[config.mk]
export PLATFORM = sky130hd
export DESIGN_NAME = trp_cmd_seq
export DESIGN_NICKNAME = d
export VERILOG_FILES = /design/src/rtl/trp_pkg.sv /design/src/rtl/fwft_fifo.sv /design/src/rtl/trp_cmd_seq.sv
export SDC_FILE = /design/constraint.sdc
export NUM_CORES = 2
export LEC_CHECK = 0
export BUFFER_PORTS_ARGS = -buffer_cell sky130_fd_sc_hd__buf_2
export CAP_MARGIN = 10
export CORE_AREA = 2 2 416 418
export CTS_CLUSTER_DIAMETER = 200
export DETAILED_ROUTE_END_ITERATION = 7
export DIE_AREA = 0 0 418 420
export GPL_TIMING_DRIVEN = 1
export HOLD_SLACK_MARGIN = 0.02
export PLACE_DENSITY_LB_ADDON = 0.2
export SYNTH_ARGS = -nofsm -noshare
export SYNTH_HDL_FRONTEND = slang
export SYNTH_SLANG_ARGS = --single-unit
export TNS_END_PERCENT = 5
[constraint.sdc]
create_clock -name clk -period 58.6 [get_ports clk]
set_input_delay 11.72 -clock clk [delete_from_list [all_inputs] [get_ports clk]]
set_output_delay 11.72 -clock clk [all_outputs]
set_load 0.01 [all_outputs]
[src/rtl/trp_pkg.sv]
// Shared types for the transposer command sequencer: modes, response status,
// FSM states and the queued descriptor layout.
package trp_pkg;

  localparam int TRP_AW   = 16;
  localparam int TRP_ADIM = 6;

  typedef enum logic [1:0] {
    BIT8_MODE  = 2'b01,
    BIT32_MODE = 2'b10
  } mode_t;

  typedef enum logic [1:0] {
    OK      = 2'b00,
    BADCFG  = 2'b01,
    TIMEOUT = 2'b10
  } rsp_status_t;

  typedef enum logic [2:0] {
    IDLE,
    LOAD,
    START,
    BUSY,
    RESP
  } seq_state_t;

  // mode is kept as raw bits: illegal encodings must survive the queue to be rejected
  typedef struct packed {
    logic [3:0]                           tag;
    logic [1:0]                           mode;
    logic                                 repack;
    logic [TRP_AW-1:0]                    rreq_num;
    logic [TRP_AW-1:0]                    wreq_num;
    logic [TRP_AW-1:0]                    raddr_base;
    logic [TRP_AW-1:0]                    waddr_base;
    logic [TRP_AW-1:0]                    packed_dim;
    logic [TRP_AW-1:0]                    unpacked_dim;
    logic [TRP_ADIM-1:0][TRP_AW-1:0]      raddr_size;
    logic [TRP_ADIM-1:0][TRP_AW-1:0]      raddr_stride;
    logic [TRP_ADIM-1:0][TRP_AW-1:0]      waddr_size;
    logic [TRP_ADIM-1:0][TRP_AW-1:0]      waddr_stride;
  } trp_cmd_t;

  function automatic logic cfg_bad(input trp_cmd_t c);
    return (c.repack && (c.mode != 2'(BIT8_MODE)) && (c.mode != 2'(BIT32_MODE)))
        || (c.rreq_num == '0) || (c.wreq_num == '0);
  endfunction

endpackage

[src/rtl/fwft_fifo.sv]
// First-word-fall-through FIFO: dout shows the head entry whenever empty is low.
// FD must be a power of two.
module fwft_fifo #(
  parameter int FD = 4,
  parameter int DW = 8
) (
  input  logic          clk,
  input  logic          reset,
  input  logic          push,
  input  logic [DW-1:0] din,
  output logic          full,
  input  logic          pop,
  output logic [DW-1:0] dout,
  output logic          empty
);
  localparam int PW = $clog2(FD);

  logic [DW-1:0] mem [FD];
  logic [PW-1:0] wp;
  logic [PW-1:0] rp;
  logic [PW:0]   cnt;
  logic          do_push;
  logic          do_pop;

  assign do_pop  = pop & ~empty;
  assign do_push = push & (~full | do_pop);
  assign full    = (cnt == (PW+1)'(FD));
  assign empty   = (cnt == '0);
  assign dout    = mem[rp];

  always_ff @(posedge clk or posedge reset) begin
    if (reset) begin
      wp  <= '0;
      rp  <= '0;
      cnt <= '0;
    end else begin
      if (do_push) wp <= wp + PW'(1);
      if (do_pop)  rp <= rp + PW'(1);
      cnt <= cnt + (PW+1)'(do_push) - (PW+1)'(do_pop);
    end
  end

  always_ff @(posedge clk) begin
    if (do_push) mem[wp] <= din;
  end

endmodule

[src/rtl/trp_cmd_seq.sv]
// Transposer command sequencer: queues descriptors, programs the transposer, pulses
// init, waits for finish and returns a tagged status. TRP_CMD_TIMEOUT_EN adds the BUSY timeout.
module trp_cmd_seq
  import trp_pkg::*;
#(
  parameter int AW   = TRP_AW,
  parameter int ADIM = TRP_ADIM,
  parameter int CQD  = 4,
  parameter int TOW  = 20
) (
  input  logic            clk,
  input  logic            reset,
  input  logic            cmd_vld,
  output logic            cmd_rdy,
  input  logic [3:0]      cmd_tag,
  input  logic [1:0]      cmd_mode,
  input  logic            cmd_repack,
  input  logic [AW-1:0]   cmd_rreq_num,
  input  logic [AW-1:0]   cmd_wreq_num,
  input  logic [AW-1:0]   cmd_raddr_base,
  input  logic [AW-1:0]   cmd_waddr_base,
  input  logic [AW-1:0]   cmd_packed,
  input  logic [AW-1:0]   cmd_unpacked,
  input  logic [AW-1:0]   cmd_raddr_size   [ADIM],
  input  logic [AW-1:0]   cmd_raddr_stride [ADIM],
  input  logic [AW-1:0]   cmd_waddr_size   [ADIM],
  input  logic [AW-1:0]   cmd_waddr_stride [ADIM],
  input  logic [TOW-1:0]  timeout_cycles,
  output logic            init_pulse,
  output logic            repack_en,
  output logic [1:0]      mode,
  output logic [AW-1:0]   rreq_num,
  output logic [AW-1:0]   raddr_base,
  output logic [AW-1:0]   raddr_size   [ADIM],
  output logic [AW-1:0]   raddr_stride [ADIM],
  output logic [AW-1:0]   wreq_num,
  output logic [AW-1:0]   waddr_base,
  output logic [AW-1:0]   waddr_size   [ADIM],
  output logic [AW-1:0]   waddr_stride [ADIM],
  output logic [AW-1:0]   packed_dim_size,
  output logic [AW-1:0]   unpacked_dim_size,
  input  logic            finish,
  output logic            rsp_vld,
  input  logic            rsp_rdy,
  output logic [3:0]      rsp_tag,
  output logic [1:0]      rsp_status,
  output logic            busy
);

  seq_state_t state;
  trp_cmd_t   desc;
  trp_cmd_t   head;
  trp_cmd_t   cur;
  logic       q_full;
  logic       q_empty;
  logic       q_pop;
  logic       to_hit;

  always_comb begin
    desc              = '0;
    desc.tag          = cmd_tag;
    desc.mode         = cmd_mode;
    desc.repack       = cmd_repack;
    desc.rreq_num     = cmd_rreq_num;
    desc.wreq_num     = cmd_wreq_num;
    desc.raddr_base   = cmd_raddr_base;
    desc.waddr_base   = cmd_waddr_base;
    desc.packed_dim   = cmd_packed;
    desc.unpacked_dim = cmd_unpacked;
    for (int i = 0; i < ADIM; i++) begin
      desc.raddr_size[i]   = cmd_raddr_size[i];
      desc.raddr_stride[i] = cmd_raddr_stride[i];
      desc.waddr_size[i]   = cmd_waddr_size[i];
      desc.waddr_stride[i] = cmd_waddr_stride[i];
    end
  end

  assign cmd_rdy = ~q_full;
  assign q_pop   = (state == IDLE) & ~q_empty;
  assign busy    = (state != IDLE) | ~q_empty;

  fwft_fifo #(
    .FD (CQD),
    .DW ($bits(trp_cmd_t))
  ) u_cmd_q (
    .clk   (clk),
    .reset (reset),
    .push  (cmd_vld & ~q_full),
    .din   (desc),
    .full  (q_full),
    .pop   (q_pop),
    .dout  (head),
    .empty (q_empty)
  );

`ifdef TRP_CMD_TIMEOUT_EN
  // to_cnt counts completed BUSY cycles, so the limit hits on BUSY cycle number timeout_cycles
  logic [TOW-1:0] to_cnt;

  always_ff @(posedge clk or posedge reset) begin
    if (reset)                to_cnt <= '0;
    else if (state == START)  to_cnt <= '0;
    else if (state == BUSY)   to_cnt <= to_cnt + TOW'(1);
  end

  assign to_hit = (timeout_cycles != '0) && ((to_cnt + TOW'(1)) == timeout_cycles);
`else
  logic unused_timeout;
  assign unused_timeout = ^timeout_cycles;
  assign to_hit         = 1'b0;
`endif

  always_ff @(posedge clk or posedge reset) begin
    if (reset) begin
      state             <= IDLE;
      cur               <= '0;
      init_pulse        <= 1'b0;
      repack_en         <= 1'b0;
      mode              <= '0;
      rreq_num          <= '0;
      wreq_num          <= '0;
      raddr_base        <= '0;
      waddr_base        <= '0;
      packed_dim_size   <= '0;
      unpacked_dim_size <= '0;
      for (int i = 0; i < ADIM; i++) begin
        raddr_size[i]   <= '0;
        raddr_stride[i] <= '0;
        waddr_size[i]   <= '0;
        waddr_stride[i] <= '0;
      end
      rsp_vld           <= 1'b0;
      rsp_tag           <= '0;
      rsp_status        <= '0;
    end else begin
      init_pulse <= 1'b0;
      case (state)
        IDLE: begin
          if (!q_empty) begin
            cur   <= head;
            state <= LOAD;
          end
        end
        LOAD: begin
          repack_en         <= cur.repack;
          mode              <= cur.mode;
          rreq_num          <= cur.rreq_num;
          wreq_num          <= cur.wreq_num;
          raddr_base        <= cur.raddr_base;
          waddr_base        <= cur.waddr_base;
          packed_dim_size   <= cur.packed_dim;
          unpacked_dim_size <= cur.unpacked_dim;
          for (int i = 0; i < ADIM; i++) begin
            raddr_size[i]   <= cur.raddr_size[i];
            raddr_stride[i] <= cur.raddr_stride[i];
            waddr_size[i]   <= cur.waddr_size[i];
            waddr_stride[i] <= cur.waddr_stride[i];
          end
          rsp_tag <= cur.tag;
          if (cfg_bad(cur)) begin
            rsp_status <= BADCFG;
            rsp_vld    <= 1'b1;
            state      <= RESP;
          end else begin
            init_pulse <= 1'b1;
            state      <= START;
          end
        end
        START: state <= BUSY;
        BUSY: begin
          // finish beats a timeout landing in the same cycle
          if (finish) begin
            rsp_status <= OK;
            rsp_vld    <= 1'b1;
            state      <= RESP;
          end else if (to_hit) begin
            rsp_status <= TIMEOUT;
            rsp_vld    <= 1'b1;
            state      <= RESP;
          end
        end
        RESP: begin
          if (rsp_rdy) begin
            rsp_vld <= 1'b0;
            state   <= IDLE;
          end
        end
        default: state <= IDLE;
      endcase
    end
  end

endmodule
==> metrics.md <==
| Metric | Value |
|---|---|
| Post-synthesis cell area | `107,000 µm²` |
| Syn_area_per_cell | `roughly 19 µm²` |
| Vias in the first global route | `56,500` |
| PortBufs | `between 900 and 1,000` |
| Sequential fraction of the synthesis area | `between 70% and 80%` |
| Status | `finished, final reports clean` |
| Iteration-0 DRC Markers | `4,385` |
| CTS Sinks | `2,935` |
| Io pins | `1,005` |
| Critical Path Max Stage Delay | `a little over 0.9 ns` |
| CP bufs+invs | `6` |
| Static Leak | `between 40 and 50 nW` |
| Post-synth EDFFs | `~1,900` |
| NumNets Final | `approximately 7,300` |
| Fraction of layout cells with a size suffix above 1 | `between 30% and 40%` |
| Primary FF master, synth | `edfxtp_1` |
| P_sw | `~2.2 mW` |
| Root Driver | `clkbuf_16` |
| Tmin final | `15.01 ns` |
| Worst vdd ir | `0.0386 mV` |
| Detail Placement HPWL | `between 100,000 and 150,000 µm` |
| Slew HR | `10.2%` |
| Seq pwr share | `about 45%` |
| DRC viols | `0` |
| Largest net degree at the start of global routing | `roughly 170` |
| CP Cell Sequence | `buf_2 -> inv_8 -> buf_12 -> buf_4 -> buf_4 -> buf_4` |
| Fin Hold WS | `roughly 0.44 ns` |
| CTS tree | `done` |
| Pint | `approximately 4.8 mW` |
| Worst-path clk slew | `0.06 ns` |
| CTS H-tree lvls | `5` |
| Cell Pwr Density | `56.5 nW/µm²` |
| Fillers | `approximately 10,000` |
| Multi-input gate area | `22,400 µm²` |
| Total global-route track usage | `27.9%` |
| Clock Latency Late Sink | `0.93 ns` |
| GRT Residual Overflow | `0` |
| RSZ-0062 raised after global routing | `no` |
| Synth warn | `0` |
| # Max-Cap Violations | `0` |
| Type of the worst setup path | `input pin to asynchronous set/reset pin` |
| Post-route cell area | `approximately 120,000 µm²` |
| Setup violators final | `0` |
| Via/cell ratio | `5.88` |
| Final hold vios | `0` |
| Fin crit share | `25.6%` |
| GPL Wtd Cong | `slightly above 0.8` |
| Hold_buf cts | `0` |
| Fmax | `~0.067 GHz` |
| WL per Instance | `approximately 26 µm` |
| Row count | `152` |
| Post-Syn Nets | `about 6,200` |
| Logic pwr share | `around 29%` |
| Cells resized by post-CTS repair | `0` |
| Routed Wire Length | `245,000 µm` |
| Height of the chip | `420 µm` |
| CORE AREA | `171,000 µm²` |
| Reg area | `83,200 µm²` |
| Placed cell area | `roughly 110,000 µm²` |
| Setup total negative slack | `0 ns` |
| First-pass GRT wire length | `about 360,000 µm` |
| Die Width | `about 420 µm` |
| Final antenna-violating net count | `0` |
| CP Data Required Time | `approximately 60 ns` |
| Crit path max fanout | `about 160` |
| Buffer depth of the longest clock path | `4` |
| Net switching fraction of the power | `a little under a third` |
| Min-delay worst type | `register to register` |
| Share of flip-flops with an asynchronous set or reset | `between 30 and 40%` |
| Drt first pass iters | `5` |
| Slew Limit Fails | `0` |
| Critical Path AT | `15.92 ns` |
| Most frequent CP cell | `buf_4` |
| Crit-path leading delay family | `buffers and inverters` |
| Yosys reg bits | `a little under 3,000` |
| Syn Inst Count | `between 5,000 and 6,000` |
| Initial antenna violation count | `163` |
| Via count | `between 50,000 and 60,000` |
| CP Launch Type | `input pin` |
| Synth unique cells | `33` |
| Slowest-stage cell, CP | `buf_4` |
| Post-CTS Setup Inserts | `0` |
| Clk pwr share | `a little over a quarter` |
| Number of CTS-inserted buffers | `299` |
| Worst Tran Pin Value | `between 1 and 1.5 ns` |
| Synth-to-layout area growth | `15.6%` |
| Worst setup EP type | `asynchronous set/reset pin` |
| Clk_skew | `roughly 0.043 ns` |
| Die ar. | `between 150,000 and 200,000 µm²` |
| Initial core utilization | `about 63%` |
-- power groups by stage --
stage               Sequential, mW  Combinational (mW)  Clock (mW)
floorplan                     3.33                1.34           0
global placement              3.13                2.01           0
detailed placement            3.17                2.05           0
CTS                           3.14                2.07        1.84
global route                  3.20                2.19        1.92
finish                        3.14                2.03        1.82
-- final timing paths --
path | slack [ns] | startpoint | cells past startpoint | endpoint
max in group clk | 44.49 | cmd_vld | 4 | u_cmd_q.mem[0][367]
worst max register to register | 54.10 | state[0] | 7 | raddr_stride[61]
worst min-delay path | 0.44 | cur[325] | 2 | raddr_size[53]
min in group asynchronous | 10.93 | reset | 2 | cur[138]
worst min register to register | 0.44 | cur[325] | 2 | raddr_size[53]
worst max-delay path | 43.59 | reset | 6 | cur[385]
-- cells in the mapped netlist, drive strengths merged (2+ instances only) --
library cell | instances | share of area (%)
and4 | 2 | 0.016
mux4 | 487 | 10
inv | 11 | 0.039
nand3 | 4 | 0.019
dfrtp | 987 | 23
nor2 | 4 | 0.014
and2 | 3 | 0.018
buf | 154 | 0.91
and3 | 4 | 0.023
clkbuf | 119 | 0.42
ha | 6 | 0.070
xor2 | 2 | 0.016
edfxtp | 1948 | 55
a21oi | 5 | 0.023
xnor2 | 4 | 0.033
nand2 | 1463 | 5.1
mux2 | 488 | 5.1
nor3 | 2 | 0.014
nor4 | 10 | 0.064
-- flip-flops by register name, indices dropped and copies added (netlist names), 16 cells and up --
signal	flops
u_cmd_q.mem	1948
cur	487
raddr_size	96
raddr_stride	96
waddr_size	96
waddr_stride	96
packed_dim_size	16
raddr_base	16
rreq_num	16
unpacked_dim_size	16
waddr_base	16
wreq_num	16
-- per-layer routing --
| layer | share of wire, % | GRT usage (%) | up-vias | routed length, µm |
|---|---|---|---|---|
| met3 | 6.7 | 6.64 | 751 | 16300 |
| met2 | 49 | 43.9 | 1946 | 121000 |
| li1 | - | - | 23500 | - |
| met4 | 7.7 | 20.5 | 76 | 18800 |
| met1 | 36 | 34.2 | 28600 | 88300 |
| met5 | 0.19 | 0 | - | 469 |
-- area by class of cell --
cell class,instances,share of cell area [%]
repair buffers,1051,4.54
diodes,93,0.188
inverters,11,0.0395
multi-input cells,2492,18.1
well taps,2233,2.26
clock inverters,78,0.544
flip-flops and latches,2935,67.3
clock buffers,449,7.02
-- cells in the final DEF (no fill, tap or decap), types with 21 or more instances in the layout --
master	instances
mux2_2	488
buf_4	53
clkbuf_8	44
nand2_1	1463
clkbuf_1	97
clkinv_2	38
dfrtp_1	985
clkbuf_16	308
buf_2	983
edfxtp_1	1948
diode_2	93
clkinv_1	21
mux4_2	487
-- logic make-up after synthesis --
logic type	share of synthesized area (%)
AO/OA/AOI/OAI	0.0503
XOR/XNOR	0.0491
adder cells (fa/ha/maj)	0.0889
buffers and inverters	1.36
flip-flops	77.7
multiplexers	15.4
other	0.00350
AND/OR/NAND/NOR	5.32
-- through the flow --
stage	util [%]	instances	setup WS [ns]	total power, mW
finish	72.3	9342	43.59	6.99
global route	72.3	9328	42.94	7.32
CTS	72.2	9249	43.44	7.05
detailed placement	66.7	8722	42.47	5.22
global placement	66.7	8722	42.56	5.14
floorplan	-	5711	19.11	4.68
-- tightest hold or removal path: cells and delay by family, from the launching register on --
family        cells  cell delay, ns
simple gates      2            0.10
flops             1            0.34
(Power assumes the default switching activity.)
